--- config.mk ---
export PLATFORM = sky130hd
export DESIGN_NAME = primitive_culler
export DESIGN_NICKNAME = d
export VERILOG_FILES = /design/src/rtl/render_pkg.sv /design/src/rtl/tri_bbox_clamp.sv /design/src/rtl/primitive_culler.sv
export SDC_FILE = /design/constraint.sdc
export NUM_CORES = 2
export LEC_CHECK = 0
export CAP_MARGIN = 10
export CORE_MARGIN = 2
export CORE_UTILIZATION = 50
export CTS_BUF_LIST = sky130_fd_sc_hd__clkbuf_2 sky130_fd_sc_hd__clkbuf_4 sky130_fd_sc_hd__clkbuf_8
export CTS_CLUSTER_SIZE = 28
export DETAILED_ROUTE_END_ITERATION = 6
export HOLD_SLACK_MARGIN = 0.12
export MAX_ROUTING_LAYER = met4
export PLACE_DENSITY_LB_ADDON = 0.12
export SYNTH_ARGS = -nofsm -noshare
export SYNTH_HDL_FRONTEND = slang
export SYNTH_SLANG_ARGS = --single-unit
--- constraint.sdc ---
create_clock -name clk -period 13.8 [get_ports clk]
set_clock_uncertainty 0.15 [all_clocks]
set_input_delay 2.07 -clock clk [delete_from_list [all_inputs] [get_ports clk]]
set_output_delay 2.07 -clock clk [all_outputs]
set_load 0.01 [all_outputs]
--- src/rtl/render_pkg.sv ---
// Shared render-pipeline types: culler FSM states and the area-width helper.
package render_pkg;

  typedef enum logic [2:0] {
    IDLE,
    SUB,
    MUL,
    CLASSIFY,
    OUT
  } cull_state_t;

  function automatic int area_width(input int dw);
    return 2 * dw + 3;
  endfunction

endpackage

--- src/rtl/tri_bbox_clamp.sv ---
// Min/max of three signed coordinates on one axis, plus the same range clamped to 0..LIMIT-1.
module tri_bbox_clamp #(
  parameter int DATAWIDTH = 12,
  parameter int LIMIT     = 320
) (
  input  logic signed [DATAWIDTH-1:0] i_a,
  input  logic signed [DATAWIDTH-1:0] i_b,
  input  logic signed [DATAWIDTH-1:0] i_c,
  output logic signed [DATAWIDTH-1:0] o_raw_min,
  output logic signed [DATAWIDTH-1:0] o_raw_max,
  output logic signed [DATAWIDTH-1:0] o_clamp_min,
  output logic signed [DATAWIDTH-1:0] o_clamp_max
);

  localparam logic signed [DATAWIDTH-1:0] HI = DATAWIDTH'(LIMIT - 1);

  logic signed [DATAWIDTH-1:0] lo_c;
  logic signed [DATAWIDTH-1:0] hi_c;

  always_comb begin
    lo_c = i_a;
    hi_c = i_a;
    if (i_b < lo_c) lo_c = i_b;
    if (i_c < lo_c) lo_c = i_c;
    if (i_b > hi_c) hi_c = i_b;
    if (i_c > hi_c) hi_c = i_c;
  end

  // Only the low side of min and the high side of max can leave the screen on a survivor.
  assign o_raw_min   = lo_c;
  assign o_raw_max   = hi_c;
  assign o_clamp_min = lo_c[DATAWIDTH-1] ? '0 : lo_c;
  assign o_clamp_max = (hi_c > HI) ? HI : hi_c;

endmodule

--- src/rtl/primitive_culler.sv ---
// Triangle setup/cull: doubled signed area, clamped bbox, drops degenerate/off-screen triangles.
// Define BACKFACE_CULL_EN to also drop negative-area (clockwise) triangles.
module primitive_culler
  import render_pkg::*;
#(
  parameter  int DATAWIDTH     = 12,
  parameter  int SCREEN_WIDTH  = 320,
  parameter  int SCREEN_HEIGHT = 320,
  localparam int AREA_W        = area_width(DATAWIDTH)
) (
  input  logic                        clk,
  input  logic                        rst,
  output logic                        o_ready,
  input  logic signed [DATAWIDTH-1:0] i_v0 [3],
  input  logic signed [DATAWIDTH-1:0] i_v1 [3],
  input  logic signed [DATAWIDTH-1:0] i_v2 [3],
  input  logic                        i_dv,
  input  logic                        i_last,
  input  logic                        i_ready,
  output logic signed [DATAWIDTH-1:0] o_v0 [3],
  output logic signed [DATAWIDTH-1:0] o_v1 [3],
  output logic signed [DATAWIDTH-1:0] o_v2 [3],
  output logic signed [DATAWIDTH-1:0] o_bb_min_x,
  output logic signed [DATAWIDTH-1:0] o_bb_max_x,
  output logic signed [DATAWIDTH-1:0] o_bb_min_y,
  output logic signed [DATAWIDTH-1:0] o_bb_max_y,
  output logic signed [AREA_W-1:0]    o_area,
  output logic                        o_dv,
  output logic                        o_last,
  output logic                        o_finished
);

  localparam int DW = DATAWIDTH;
  localparam int PW = 2 * DATAWIDTH + 2;
  localparam logic signed [DW-1:0] X_HI = DW'(SCREEN_WIDTH - 1);
  localparam logic signed [DW-1:0] Y_HI = DW'(SCREEN_HEIGHT - 1);

  function automatic logic signed [DW:0] sext(input logic signed [DW-1:0] a);
    return {a[DW-1], a};
  endfunction

  cull_state_t state_q, state_d;

  logic signed [DW-1:0] v0_q [3], v0_d [3];
  logic signed [DW-1:0] v1_q [3], v1_d [3];
  logic signed [DW-1:0] v2_q [3], v2_d [3];
  logic                 last_q, last_d;
  logic signed [DW:0]   dx1_q, dx1_d, dy1_q, dy1_d, dx2_q, dx2_d, dy2_q, dy2_d;
  logic signed [DW-1:0] minx_q, minx_d, maxx_q, maxx_d, miny_q, miny_d, maxy_q, maxy_d;
  logic signed [PW-1:0] p0_q, p0_d, p1_q, p1_d;
  logic signed [DW-1:0] bbx0_q, bbx0_d, bbx1_q, bbx1_d, bby0_q, bby0_d, bby1_q, bby1_d;
  logic signed [AREA_W-1:0] area_q, area_d, area_c;
  logic                 dv_q, dv_d, olast_q, olast_d, fin_q, fin_d;
  logic                 cull_c;

  logic signed [DW-1:0] rminx_c, rmaxx_c, rminy_c, rmaxy_c;
  logic signed [DW-1:0] cminx_c, cmaxx_c, cminy_c, cmaxy_c;

  tri_bbox_clamp #(.DATAWIDTH(DW), .LIMIT(SCREEN_WIDTH)) u_bbox_x (
    .i_a(v0_q[0]), .i_b(v1_q[0]), .i_c(v2_q[0]),
    .o_raw_min(rminx_c), .o_raw_max(rmaxx_c),
    .o_clamp_min(cminx_c), .o_clamp_max(cmaxx_c)
  );

  tri_bbox_clamp #(.DATAWIDTH(DW), .LIMIT(SCREEN_HEIGHT)) u_bbox_y (
    .i_a(v0_q[1]), .i_b(v1_q[1]), .i_c(v2_q[1]),
    .o_raw_min(rminy_c), .o_raw_max(rmaxy_c),
    .o_clamp_min(cminy_c), .o_clamp_max(cmaxy_c)
  );

  always_comb begin
    state_d = state_q;
    v0_d    = v0_q;
    v1_d    = v1_q;
    v2_d    = v2_q;
    last_d  = last_q;
    dx1_d   = dx1_q;
    dy1_d   = dy1_q;
    dx2_d   = dx2_q;
    dy2_d   = dy2_q;
    minx_d  = minx_q;
    maxx_d  = maxx_q;
    miny_d  = miny_q;
    maxy_d  = maxy_q;
    p0_d    = p0_q;
    p1_d    = p1_q;
    bbx0_d  = bbx0_q;
    bbx1_d  = bbx1_q;
    bby0_d  = bby0_q;
    bby1_d  = bby1_q;
    area_d  = area_q;
    dv_d    = dv_q;
    olast_d = olast_q;
    fin_d   = 1'b0;

    // Products are 2*DW+2 wide, so their difference cannot overflow AREA_W.
    area_c = AREA_W'(p0_q) - AREA_W'(p1_q);
    cull_c = (area_c == '0) || maxx_q[DW-1] || (minx_q > X_HI) ||
             maxy_q[DW-1] || (miny_q > Y_HI);
`ifdef BACKFACE_CULL_EN
    cull_c = cull_c || area_c[AREA_W-1];
`endif

    unique case (state_q)
      IDLE: begin
        if (i_dv) begin
          v0_d    = i_v0;
          v1_d    = i_v1;
          v2_d    = i_v2;
          last_d  = i_last;
          state_d = SUB;
        end
      end
      SUB: begin
        dx1_d   = sext(v1_q[0]) - sext(v0_q[0]);
        dy1_d   = sext(v1_q[1]) - sext(v0_q[1]);
        dx2_d   = sext(v2_q[0]) - sext(v0_q[0]);
        dy2_d   = sext(v2_q[1]) - sext(v0_q[1]);
        minx_d  = rminx_c;
        maxx_d  = rmaxx_c;
        miny_d  = rminy_c;
        maxy_d  = rmaxy_c;
        state_d = MUL;
      end
      MUL: begin
        p0_d    = PW'(dx1_q) * PW'(dy2_q);
        p1_d    = PW'(dx2_q) * PW'(dy1_q);
        bbx0_d  = cminx_c;
        bbx1_d  = cmaxx_c;
        bby0_d  = cminy_c;
        bby1_d  = cmaxy_c;
        state_d = CLASSIFY;
      end
      CLASSIFY: begin
        area_d = area_c;
        if (cull_c) begin
          fin_d   = last_q;
          state_d = IDLE;
        end else begin
          dv_d    = 1'b1;
          olast_d = last_q;
          state_d = OUT;
        end
      end
      OUT: begin
        if (i_ready) begin
          dv_d    = 1'b0;
          olast_d = 1'b0;
          fin_d   = olast_q;
          state_d = IDLE;
        end
      end
      default: state_d = IDLE;
    endcase
  end

  // Everything visible on the output ports is cleared by reset.
  always_ff @(posedge clk) begin
    if (rst) begin
      state_q <= IDLE;
      v0_q    <= '{default: '0};
      v1_q    <= '{default: '0};
      v2_q    <= '{default: '0};
      last_q  <= 1'b0;
      bbx0_q  <= '0;
      bbx1_q  <= '0;
      bby0_q  <= '0;
      bby1_q  <= '0;
      area_q  <= '0;
      dv_q    <= 1'b0;
      olast_q <= 1'b0;
      fin_q   <= 1'b0;
    end else begin
      state_q <= state_d;
      v0_q    <= v0_d;
      v1_q    <= v1_d;
      v2_q    <= v2_d;
      last_q  <= last_d;
      bbx0_q  <= bbx0_d;
      bbx1_q  <= bbx1_d;
      bby0_q  <= bby0_d;
      bby1_q  <= bby1_d;
      area_q  <= area_d;
      dv_q    <= dv_d;
      olast_q <= olast_d;
      fin_q   <= fin_d;
    end
  end

  always_ff @(posedge clk) begin
    dx1_q  <= dx1_d;
    dy1_q  <= dy1_d;
    dx2_q  <= dx2_d;
    dy2_q  <= dy2_d;
    minx_q <= minx_d;
    maxx_q <= maxx_d;
    miny_q <= miny_d;
    maxy_q <= maxy_d;
    p0_q   <= p0_d;
    p1_q   <= p1_d;
  end

  assign o_ready    = (state_q == IDLE);
  assign o_v0       = v0_q;
  assign o_v1       = v1_q;
  assign o_v2       = v2_q;
  assign o_bb_min_x = bbx0_q;
  assign o_bb_max_x = bbx1_q;
  assign o_bb_min_y = bby0_q;
  assign o_bb_max_y = bby1_q;
  assign o_area     = area_q;
  assign o_dv       = dv_q;
  assign o_last     = olast_q;
  assign o_finished = fin_q;

endmodule

==> impl_metrics.tcl <==
set metrics [dict create \
    clk_latency_ns 0.67 \
    layout.nets 4157 \
    syn_to_final_growth_pct 16.8 \
    cts_root_buf "clkbuf_8" \
    cts.clk_slew.worst_paths_ns 0.06 \
    rows 88 \
    die-area_mm2 0.0598 \
    setup_viol 0 \
    final_common_cell "nand2_1" \
    worst_pin_slew_ns 1.01 \
    h-tree-depth 2 \
    first_iter_violations 1377 \
    postCtsHoldBufs 0 \
    via_per_inst 5.44 \
    post-route-period-util 0.515 \
    ant_nets 0 \
    finalSetupTns_ns 0 \
    cp-end-kind "register" \
    crit_top_cell "fa_1" \
    die_w_um 245 \
    core_mm2 0.0575 \
    cts_tree "done" \
    antenna_found_initial 0 \
    synthDistinctLibCells 80 \
    port-buffer-count 297 \
    drive_gt1_frac 0.0491 \
    finalWorstPathRequiredPeriod_ns 7.11 \
    grt_overflow 0 \
    min_path_type "register to register" \
    finalHoldViolations 0 \
    fmax_mhz 141 \
    synth-main-ff-cell "dfxtp_1" \
    mostFrequentLayoutCells "nand2_1 (531), inv_1 (497), fa_1 (329)" \
    clock_sinks 306 \
    gp_congestion 1.04 \
    critical_path.max_stage_delay_ns 0.72 \
    slowest_stage "edfxtp_1" \
    synth_area_mm2 0.0289 \
    crit_fanout 13 \
    rsz0062_at_grt "no" \
    grt_first_pass_wirelength_mm 134 \
    hpwl_mm 68.0 \
    numCtsBuffers 58 \
    critPathKind "register to register" \
    drc 0 \
    io_pins 300 \
    detail_route.wl_per_cell_um 19.9 \
    cp-start-kind "register" \
    whs_ns 0.303 \
    drt-total-wl_mm 84.8 \
    yosysSeqAreaShare 0.253 \
    ys_seq_elements 306 \
    grt_use_total 0.297 \
    first_global_vias 24300 \
    grt_max_degree 82 \
    crit_buf_inv 5 \
    die_h_um 245 \
    slew_headroom 0.325 \
    firstDrtPassIters 6 \
    cpLargestDelayFamily "adder cells" \
    maxCapViolCount 0 \
    route.vias.total 23200 \
    cts.path.max_buffers 3 \
    cp.required_ns 14.06 \
    async_reset_ff_frac 0 \
    crit_chain "nand2_1 > fa_1 > inv_1 > fa_1 > inv_1 > fa_1 > inv_1 > fa_1 > inv_1 > fa_1 > fa_1 > inv_1 > ha_1 > or2_2 > a21oi_1 > a21oi_1 > a41oi_1 > a21oi_1 > and4_1 > a2111oi_0 > a21oi_1 > xor2_1" \
    outcome "completed" \
    syn_avg_cell_area_um2 8.96 \
    antenna_cells 0 \
    drv_slew 0 \
    ys_warn_count 0 \
    cp.arrival_ns 7.37 \
    synth-edff-count 118 \
    syn_inst 3228 \
    start_util 0.503 \
    cts_resized 0 \
    cts_setup_buffers 0 \
]
-- synth_stat cells, drive strengths merged, types with 7 or more instances --
cell / n / area share
a211oi: 12 / 0.0033
a21boi: 25 / 0.0065
a21o: 26 / 0.0067
a21oi: 232 / 0.040
a221o: 12 / 0.0042
a221oi: 7 / 0.0021
a22oi: 11 / 0.0029
a31oi: 16 / 0.0035
and2: 135 / 0.029
and3: 22 / 0.0048
buf: 12 / 0.0022
clkbuf: 126 / 0.016
dfxtp: 188 / 0.13
edfxtp: 118 / 0.12
fa: 329 / 0.23
ha: 254 / 0.11
inv: 498 / 0.065
mux2: 30 / 0.012
mux2i: 32 / 0.011
nand2: 532 / 0.069
nand2b: 34 / 0.0074
nand3: 26 / 0.0047
nand4: 14 / 0.0030
nor2: 130 / 0.017
nor2b: 35 / 0.0076
nor3: 29 / 0.0050
nor4: 7 / 0.0015
o211ai: 15 / 0.0041
o21a: 13 / 0.0034
o21ai: 107 / 0.019
o21bai: 9 / 0.0023
o31ai: 8 / 0.0022
or2: 7 / 0.0015
or3: 8 / 0.0019
xnor2: 70 / 0.021
xor2: 22 / 0.0067
-- stage by stage --
step,cell area [um^2],instances,worst slack (ns),utilization
floorplan,28900,3229,7.32,-
global placement,32500,4166,6.89,0.565
detailed placement,32500,4166,6.66,0.565
CTS,33800,4271,6.64,0.588
global route,33800,4271,6.33,0.588
finish,33800,4271,6.69,0.588
-- routing by layer --
metal	GRT usage	routed length [um]	vias up
li1	-	-	11000
met1	0.357	34900	11400
met2	0.485	40100	692
met3	0.0534	5170	222
met4	0.140	4650	0
met5	-	0	-
-- cell families after synthesis --
kind of cell,count (synthesis),synth area share
xor+xnor,92,0.0278
buf+inv,636,0.0831
simple gates,1001,0.159
fa+ha+maj,583,0.337
compound gates,547,0.117
flops,306,0.253
mux,62,0.0227
other cells,1,0.000130
-- sequential cells by signal, indices dropped and copies added (netlist names), 13 cells and up --
register and cells:
dx1_q 13, dx2_q 13, dy1_q 13, dy2_q 13
o_area 27, o_v0 36, o_v1 36, o_v2 36
p0_q 26, p1_q 26
-- final timing paths --
check / from / endpoint / slack (ns) / cells past startpoint
worst min-delay path: o_v1[2] / o_v1[2] / 0.30 / 2
worst max register to register: dx1_q[6] / p0_q[24] / 6.69 / 22
worst min register to register: o_v1[2] / o_v1[2] / 0.30 / 2
worst max-delay path: dx1_q[6] / p0_q[24] / 6.69 / 22
-- layout make-up --
class,count,area [um^2]
well taps,765,957
inverters,498,1870
fillers,5156,23700
flip-flops and latches,306,7310
clock buffers,72,922
repair buffers,310,3070
clock inverters,33,413
multi-input cells,2287,19300
-- worst register-to-register path, delay by kind of cell, from the launching register on --
| family | cells | cell delay, ns |
|---|---|---|
| fa+ha+maj | 7 | 3.29 |
| compound gates | 6 | 1.58 |
| flops | 1 | 0.72 |
| simple gates | 3 | 0.70 |
| buf+inv | 5 | 0.26 |
| xor+xnor | 1 | 0.17 |
Power is left out: the tool's default activity adds up to more than one toggle a clock period on the data nets, which glitch-free logic cannot reach.
